$ cat config.mk
export PLATFORM = sky130hd
export DESIGN_NAME = kernel_call_seq
export DESIGN_NICKNAME = d
export VERILOG_FILES = /design/src/rtl/kern_seq_pkg.sv /design/src/rtl/kern_seq_timer.sv /design/src/rtl/kernel_call_seq.sv
export SDC_FILE = /design/constraint.sdc
export NUM_CORES = 1
export LEC_CHECK = 0
export ABC_AREA = 1
export ABC_CLOCK_PERIOD_IN_PS = 3010
export BUFFER_PORTS_ARGS = -buffer_cell sky130_fd_sc_hd__buf_2
export CORE_ASPECT_RATIO = 1.4
export CORE_UTILIZATION = 52
export CTS_CLUSTER_DIAMETER = 120
export DETAILED_ROUTE_END_ITERATION = 6
export HOLD_SLACK_MARGIN = 0.15
export PLACE_DENSITY = 0.94
export SLEW_MARGIN = 30
export SYNTH_ARGS = -nofsm -noshare
export SYNTH_HDL_FRONTEND = slang
export SYNTH_SLANG_ARGS = --single-unit
export TNS_END_PERCENT = 10
$ cat constraint.sdc
create_clock -name sys_clk -period 3.01 [get_ports sys_clk]
set_clock_uncertainty 0.1 [all_clocks]
set_input_delay 0.1505 -clock sys_clk [delete_from_list [all_inputs] [get_ports sys_clk]]
set_output_delay 0.1505 -clock sys_clk [all_outputs]
set_load 0.02 [all_outputs]
$ cat src/rtl/kern_seq_pkg.sv
// Shared types and defaults for the scalar-kernel call sequencers.
// Holds the FSM state enum, default widths and the reset/timeout cycle constants.
package kern_seq_pkg;

  typedef enum logic [1:0] {
    IDLE = 2'd0,
    PRE  = 2'd1,
    RUN  = 2'd2,
    OUT  = 2'd3
  } seq_state_e;

  localparam int DEF_DATA_W      = 32;
  localparam int DEF_CNT_W       = 16;
  localparam int DEF_RST_CYC     = 2;
  localparam int DEF_TIMEOUT_CYC = 4096;

  // The timer is loaded with (cycles - 1), so clog2 of the larger budget is enough.
  function automatic int timer_width(input int rst_cyc, input int timeout_cyc);
    int max_cyc;
    max_cyc = (rst_cyc > timeout_cyc) ? rst_cyc : timeout_cyc;
    return (max_cyc > 2) ? $clog2(max_cyc) : 1;
  endfunction

endpackage

$ cat src/rtl/kern_seq_timer.sv
// Loadable down-counter with a terminal-count flag, shared by the reset-hold
// (PRE) and run-timeout (RUN) phases of the call sequencer.
module kern_seq_timer #(
  parameter int W = 12
) (
  input  logic         clk_i,
  input  logic         rst_i,
  input  logic         load_i,
  input  logic [W-1:0] load_val_i,
  input  logic         en_i,
  output logic         tc_o
);

  logic [W-1:0] cnt_q;
  logic [W-1:0] cnt_d;

  // NOTE: cnt_d takes a default before any branch, so no path can leave it unassigned and infer a latch.
  always_comb begin
    cnt_d = cnt_q;
    if (load_i) begin
      cnt_d = load_val_i;
    end else if (en_i && (cnt_q != '0)) begin
      cnt_d = cnt_q - 1'b1;
    end
  end

  // NOTE: state registers use non-blocking assignments so every flop samples pre-edge values.
  always_ff @(posedge clk_i) begin
    if (rst_i) begin
      cnt_q <= '0;
    end else begin
      cnt_q <= cnt_d;
    end
  end

  assign tc_o = (cnt_q == '0);

endmodule

$ cat src/rtl/kernel_call_seq.sv
// Upstream sequencer for HLS scalar kernels: accepts an argument, pulses the kernel
// out of reset, waits for done (or times out) and presents the result on valid/ready.
module kernel_call_seq
  import kern_seq_pkg::*;
#(
  parameter int DATA_W      = DEF_DATA_W,
  parameter int RST_CYC     = DEF_RST_CYC,
  parameter int TIMEOUT_CYC = DEF_TIMEOUT_CYC,
  parameter int CNT_W       = DEF_CNT_W
) (
  input  logic              sys_clk,
  input  logic              sys_rst,
  input  logic              arg_valid,
  output logic              arg_ready,
  input  logic [DATA_W-1:0] arg_data,
  output logic [DATA_W-1:0] kern_arg,
  output logic              kern_rst_n,
  input  logic              kern_done,
  input  logic [DATA_W-1:0] kern_ret,
  output logic              res_valid,
  input  logic              res_ready,
  output logic [DATA_W-1:0] res_data,
  output logic              res_timeout,
  output logic [CNT_W-1:0]  call_cnt,
  output logic              busy
);

  localparam int              TMR_W    = timer_width(RST_CYC, TIMEOUT_CYC);
  localparam logic [TMR_W-1:0] PRE_LOAD = TMR_W'(RST_CYC - 1);
  localparam logic [TMR_W-1:0] RUN_LOAD = TMR_W'(TIMEOUT_CYC - 1);

  seq_state_e        state_q;
  logic [DATA_W-1:0] kern_arg_q;
  logic [DATA_W-1:0] res_data_q;
  logic              kern_rst_n_q;
  logic              res_timeout_q;
  logic [CNT_W-1:0]  call_cnt_q;

  logic              accept;
  logic              tmr_load;
  logic              tmr_en;
  logic              tmr_tc;
  logic [TMR_W-1:0]  tmr_load_val;

  assign accept = (state_q == IDLE) && arg_valid;

  // One timer serves both phases: loaded on accept for PRE, reloaded on PRE exit for RUN.
  assign tmr_load     = accept || ((state_q == PRE) && tmr_tc);
  assign tmr_load_val = accept ? PRE_LOAD : RUN_LOAD;
  assign tmr_en       = (state_q == PRE) || (state_q == RUN);

  kern_seq_timer #(
    .W (TMR_W)
  ) u_timer (
    .clk_i      (sys_clk),
    .rst_i      (sys_rst),
    .load_i     (tmr_load),
    .load_val_i (tmr_load_val),
    .en_i       (tmr_en),
    .tc_o       (tmr_tc)
  );

  // kern_rst_n is registered from RUN, so it rises one cycle into RUN and drops
  // on the same edge that leaves RUN.
  always_ff @(posedge sys_clk) begin
    if (sys_rst) begin
      state_q       <= IDLE;
      kern_arg_q    <= '0;
      kern_rst_n_q  <= 1'b0;
      res_data_q    <= '0;
      res_timeout_q <= 1'b0;
      call_cnt_q    <= '0;
    end else begin
      case (state_q)
        IDLE: begin
          kern_rst_n_q <= 1'b0;
          if (accept) begin
            kern_arg_q <= arg_data;
            state_q    <= PRE;
          end
        end
        PRE: begin
          kern_rst_n_q <= 1'b0;
          if (tmr_tc) begin
            state_q <= RUN;
          end
        end
        RUN: begin
          if (kern_done) begin
            res_data_q    <= kern_ret;
            res_timeout_q <= 1'b0;
            kern_rst_n_q  <= 1'b0;
            state_q       <= OUT;
          end else if (tmr_tc) begin
            res_data_q    <= '0;
            res_timeout_q <= 1'b1;
            kern_rst_n_q  <= 1'b0;
            state_q       <= OUT;
          end else begin
            kern_rst_n_q <= 1'b1;
          end
        end
        OUT: begin
          kern_rst_n_q <= 1'b0;
          if (res_ready) begin
            call_cnt_q <= call_cnt_q + 1'b1;
            state_q    <= IDLE;
          end
        end
        default: begin
          kern_rst_n_q <= 1'b0;
          state_q      <= IDLE;
        end
      endcase
    end
  end

  assign arg_ready   = (state_q == IDLE);
  assign res_valid   = (state_q == OUT);
  assign busy        = (state_q != IDLE);
  assign kern_arg    = kern_arg_q;
  assign kern_rst_n  = kern_rst_n_q;
  assign res_data    = res_data_q;
  assign res_timeout = res_timeout_q;
  assign call_cnt    = call_cnt_q;

endmodule

Word level (Yosys, flattened, before mapping)
Index checks and enable logic that the tools add are counted.

word-level totals
  flip-flop bits (word level) = 96
  bits in latches = 0
  memory bits (writable) = 0
  memory bits (read-only) = 0
  input bits = 69
  output and inout port bits = 85
  logic and storage cells = 48
  memories = 0

operators by class
  add/sub/neg operators = 2
  $mul = 0
  div/mod/pow operators = 0
  magnitude comparators = 0
  equality and inequality tests = 7
  shifts and indexed selects = 0
  muxes and demuxes = 16
  bitwise operators = 0
  reductions and logical operators = 16

operators with widths
  kind                   count
  $mux 32                2
  $mux 12                3
  $add 16x1->16 const B  1
  $logic_not 12->1       1
  $reduce_bool 12->1     1
  $sub 12x1->12 const B  1
  $mux 2                 5
  $pmux 2 s4             1
  $reduce_and 2->1       3
  $reduce_bool 2->1      3
  $eq 2x2->1 const B     2
  $mux 1                 4
  $ne 2x1->1 const B     2
  $reduce_and 4->1       1
  $logic_and 1x1->1      3
  $ne 3x3->1 const B     1
  $reduce_or 3->1        1
  $eq 2x1->1 const B     1
  $logic_not 2->1        1
  $logic_or 1x1->1       2
  $ne 2x2->1 const B     1
  $pmux 1 s2             1

Depth between registers and ports, before layout
  word-level depth = 5
  mapped depth = 11
  gate-level depth less buffers = 11

Cells and area by module
Synthesis repeated with hierarchy kept, for this count alone.

second synthesis, totals
  cells, all modules = 580
  area, all modules = 4139.0 um2

modules (own cells, without submodules)
  module           times used  cells an instance  area an instance (um2)  seq. area each (um2)
  kernel_call_seq  1           432                3221.8                  1681.6
  kern_seq_timer   1           148                917.1                   240.2

Worst setup path after synthesis
Ideal clock, no wire load.

  kind = reg2reg
  from = reg state_q[0]
  to = reg call_cnt_q[14], in the netlist call_cnt[14]
  setup time = 113 ps
  arrival = 1561 ps
  data required time = 2797 ps
  path slack = 1236 ps
  cell stages (with the launch flop) = 11
  path buffers = 0
  period minus slack after synthesis = 1774 ps
  cell sequence = dfxtp_1 ha_1 nand2_2 nor2_2 nand2_1 nor2_1 nand2_1 nor3_1 nand2_1 nand2_1 nor2_1

between the ends
  cells in the longest elaborated chain, start to end = 2

ends and longest elaborated chain
  element                            RTL line                RTL
  from (decl)                        kernel_call_seq.sv:32   seq_state_e state_q;
  from (signal assigned)             kernel_call_seq.sv:67   state_q <= IDLE;
  from (signal assigned)             kernel_call_seq.sv:79   state_q <= PRE;
  from (signal assigned)             kernel_call_seq.sv:85   state_q <= RUN;
  $eq 2x2->1                         -
  net res_valid                      kernel_call_seq.sv:20   output logic res_valid,
  $reduce_and 2->1 (no source line)  -
  to (signal assigned)               kernel_call_seq.sv:106  call_cnt_q <= call_cnt_q + 1'b1;
  to (decl)                          kernel_call_seq.sv:37   logic [CNT_W-1:0] call_cnt_q;

The timed path passes the listed nets, and every way through them passes these cells.
A chain may end at the register's enable or synchronous reset.

Worst setup path in the final report
  from = reg state_q[0]
  to = reg call_cnt_q[14], in the netlist call_cnt[14]

between the ends
  cells in the longest elaborated chain, start to end = 2

ends and longest elaborated chain
  element                            RTL line               RTL
  $eq 2x2->1                         kernel_call_seq.sv:74  case (state_q)
  $reduce_and 2->1 (no source line)  -

No other way between the ends.

==> flow_metrics.py <==
metrics = {
    "logic_synthesis": {
        "syn_inst": 549,
        "synth_top_area_share_pct": 48.3,
        "synthTopCellsByArea": "dfxtp_1 48%, nand2_1 12%, nor2_1 10%",
        "synthSimpleGateAreaFrac_pct": 29.9,
        "yosysSeqAreaShare_pct": 48.3,
        "yosysWarnings": 0,
        "synth-seq-cells": 96,
        "synth_area_um2": 3980,
        "synth_cell_type_count": 29,
        "synthMuxAreaShare_pct": 0,
        "synth_compound_area_share_pct": 13.1,
        "synth_xor_area_share_pct": 0.661,
        "yosys.area.top_type": "dfxtp_1",
        "synth_top_family_by_area": "simple AND/OR/NAND/NOR gates",
        "synthAdderAreaFrac_pct": 2.52,
        "synth.avg_cell_area_um2": 7.24,
        "synthesis.nets": 626,
    },
    "timing": {
        "tns_ps": 0,
        "post-route-period-util_pct": 71.1,
        "rsz0062_at_grt": "false",
        "finalHoldViolCount": 0,
        "finalMaxSlewViolations": 0,
        "setup_viol": 0,
        "whs_ps": 240,
        "maxSlewHeadroom_pct": 37.8,
        "max_freq_ghz": 0.467,
        "period_minus_slack_ps": 2140,
        "tightest_slew_ps": 932,
    },
    "grt": {
        "grt_pass1_wl_mm": 23.2,
        "grt_pass1_vias": 4940,
        "overflow": 0,
        "antenna_found_initial": 0,
        "grt_max_degree": 49,
        "track_usage_pct": 37.1,
    },
    "cells_and_area": {
        "multi_input_area_um2": 1840,
        "final_area_um2": 5660,
        "fin_cells": 865,
        "fill_cells": 408,
        "area_growth_pct": 42.4,
        "finalNetCount": 840,
        "diodes": 0,
        "drive_gt1_share_pct": 24.2,
        "regArea_um2": 1920,
    },
    "setup_path": {
        "cp_data_required_time_ps": 3180,
        "cp-end-kind": "flip-flop",
        "startpoint": "state_q[0]",
        "r2r-start": "state_q[0]",
        "critPathKind": "reg2reg",
        "startpoint_type": "flip-flop",
        "cp_max_fo": 7,
        "r2r-end": "call_cnt[14]",
        "arrival_ps": 2310,
        "endpoint": "call_cnt[14]",
        "reg2reg_depth": 10,
        "reg2reg_setup_slack_ps": 870,
    },
    "clock_tree": {
        "clock_sinks": 96,
        "cts_buffers": 9,
        "htreeDepth": 3,
        "postCtsSetupRepairBufs": 0,
        "cts.reportedPaths.clkPinSlew_ps": 90,
        "cts_tree": "yes",
        "clock_latency_ps": 380,
        "cts_resized": 0,
        "cts-hold-fix-buffers": 68,
        "cts-root-buf": "clkbuf_8",
        "cts.path.max_buffers": 2,
    },
    "hold_path": {
        "worstHoldPathType": "in2reg",
    },
    "routing": {
        "ant_nets": 0,
        "drt_wl_total_mm": 14.8,
        "wl_per_cell_um": 17.1,
        "drtIter0Drc": 402,
        "drc_errors": 0,
        "drt_pass1_iterations": 5,
        "vias_per_cell": 5.63,
        "vias": 4867,
    },
    "flow_run": {
        "drv_cap": 0,
    },
    "floorplan": {
        "start_util_pct": 54.0,
        "rows": 37,
        "fp.dieW_um": 75.9,
        "coreArea_um2": 7360,
        "die_h_um": 105,
        "die-area_um2": 8010,
        "num_io_pins": 154,
    },
    "power": {
        "p_per_area_nw_per_um2": 790,
        "peakVddDrop_uv": 623,
        "power.leakage_uw": 0.00265,
    },
    "placement": {
        "numPortBuffers": 153,
        "gp_congestion": 0.861,
        "dpl.hpwl_mm": 7.14,
        "place_inst": 781,
        "placed_area_um2": 4810,
    },
    "outcome": {
        "status": "finished, final reports clean",
    },
}
## cell usage in the layout, fill, tap and decap left out, types with 6 or more instances in the layout
| cell type | Yosys | routed |
|---|---|---|
| nand2_1 | 131 | 131 |
| inv_1 | 31 | 31 |
| buf_2 | 4 | 153 |
| ha_1 | 8 | 8 |
| clkbuf_8 | 0 | 10 |
| nand3_1 | 14 | 14 |
| o21ai_0 | 46 | 46 |
| dlygate4sd3_1 | 0 | 68 |
| nor3_1 | 6 | 6 |
| nor2_1 | 108 | 108 |
| a21oi_1 | 54 | 54 |
| nand4_1 | 6 | 6 |
| dfxtp_1 | 96 | 96 |
## power by group
part           total (uW)  internal [uW]  switching, uW
Combinational        2000            648           1350
Sequential           1670           1500            169
Clock                 801            326            475
## synth_stat cells
library cell  instances
nand2_1             131
nor2_1              108
dfxtp_1              96
a21oi_1              54
o21ai_0              46
inv_1                31
clkbuf_1             18
nand3_1              14
ha_1                  8
nand4_1               6
nor3_1                6
buf_2                 4
nand2_2               4
nor2_4                3
xor2_1                3
clkinv_1              2
nor2_2                2
nor3_2                2
a31oi_1               1
and3_1                1
inv_4                 1
nand2_4               1
nand2_8               1
nand3b_1              1
nor4_1                1
o21a_1                1
o22ai_1               1
or2_1                 1
or2_2                 1
## cell type report
class	instances	area share, %
Inverter	34	2.30
Clock buffer	12	2.56
Sequential cell	96	34.0
Timing Repair Buffer	225	26.1
Clock inverter	4	0.508
Tap cell	97	2.14
Multi-Input combinational cell	397	32.4
## metrics by stage
step	worst slack (ps)	power, uW	util [%]
final	870	4470	76.9
after global routing	692	4700	76.9
after CTS	1000	4290	76.9
after detailed placement	1040	3450	65.3
after global placement	1170	3360	65.3
after floorplan	1240	2960	-
## flip-flops by register name, indices dropped and copies added (netlist names)
register	flops
res_timeout	1
call_cnt	16
res_data	32
kern_arg	32
kern_rst_n	1
u_timer.cnt_q	12
state_q	2
## critical path, cell delays in order (launching register included)
cell and delay (ps):
dfxtp_1 410, ha_1 280, nand2_2 170, nor2_2 200, nand2_1 100, nor2_1 150, nand2_1 90, nor3_1 270
nand2_1 110, nand2_1 80, nor2_1 60
## worst min-delay path by stage
stage / start / endpoint / slack, ps / depth (start not counted)
after detailed placement: kern_ret[0] / res_data[0] / 310 / 3
after global placement: arg_data[24] / kern_arg[24] / 300 / 3
after global routing: arg_valid / u_timer.cnt_q[11] / 280 / 4
after floorplan: kern_ret[17] / res_data[17] / 200 / 2
after CTS: arg_valid / state_q[0] / 190 / 6
final: arg_valid / state_q[0] / 240 / 6
## routing by layer
| metal | wire length (um) | share of wire [%] | track usage [%] |
|---|---|---|---|
| met1 | 4970 | 34 | 35.7 |
| met2 | 7440 | 50 | 65.5 |
| met3 | 1170 | 7.9 | 9.18 |
| met4 | 1210 | 8.2 | 32.6 |
| met5 | 0 | 0 | 0 |
## cell families after synthesis
logic type | after synthesis
simple gates | 283
buf+inv | 56
fa+ha+maj | 8
flops | 96
compound gates | 103
xor+xnor | 3
No activity file was read; power rests on OpenSTA's default activity.
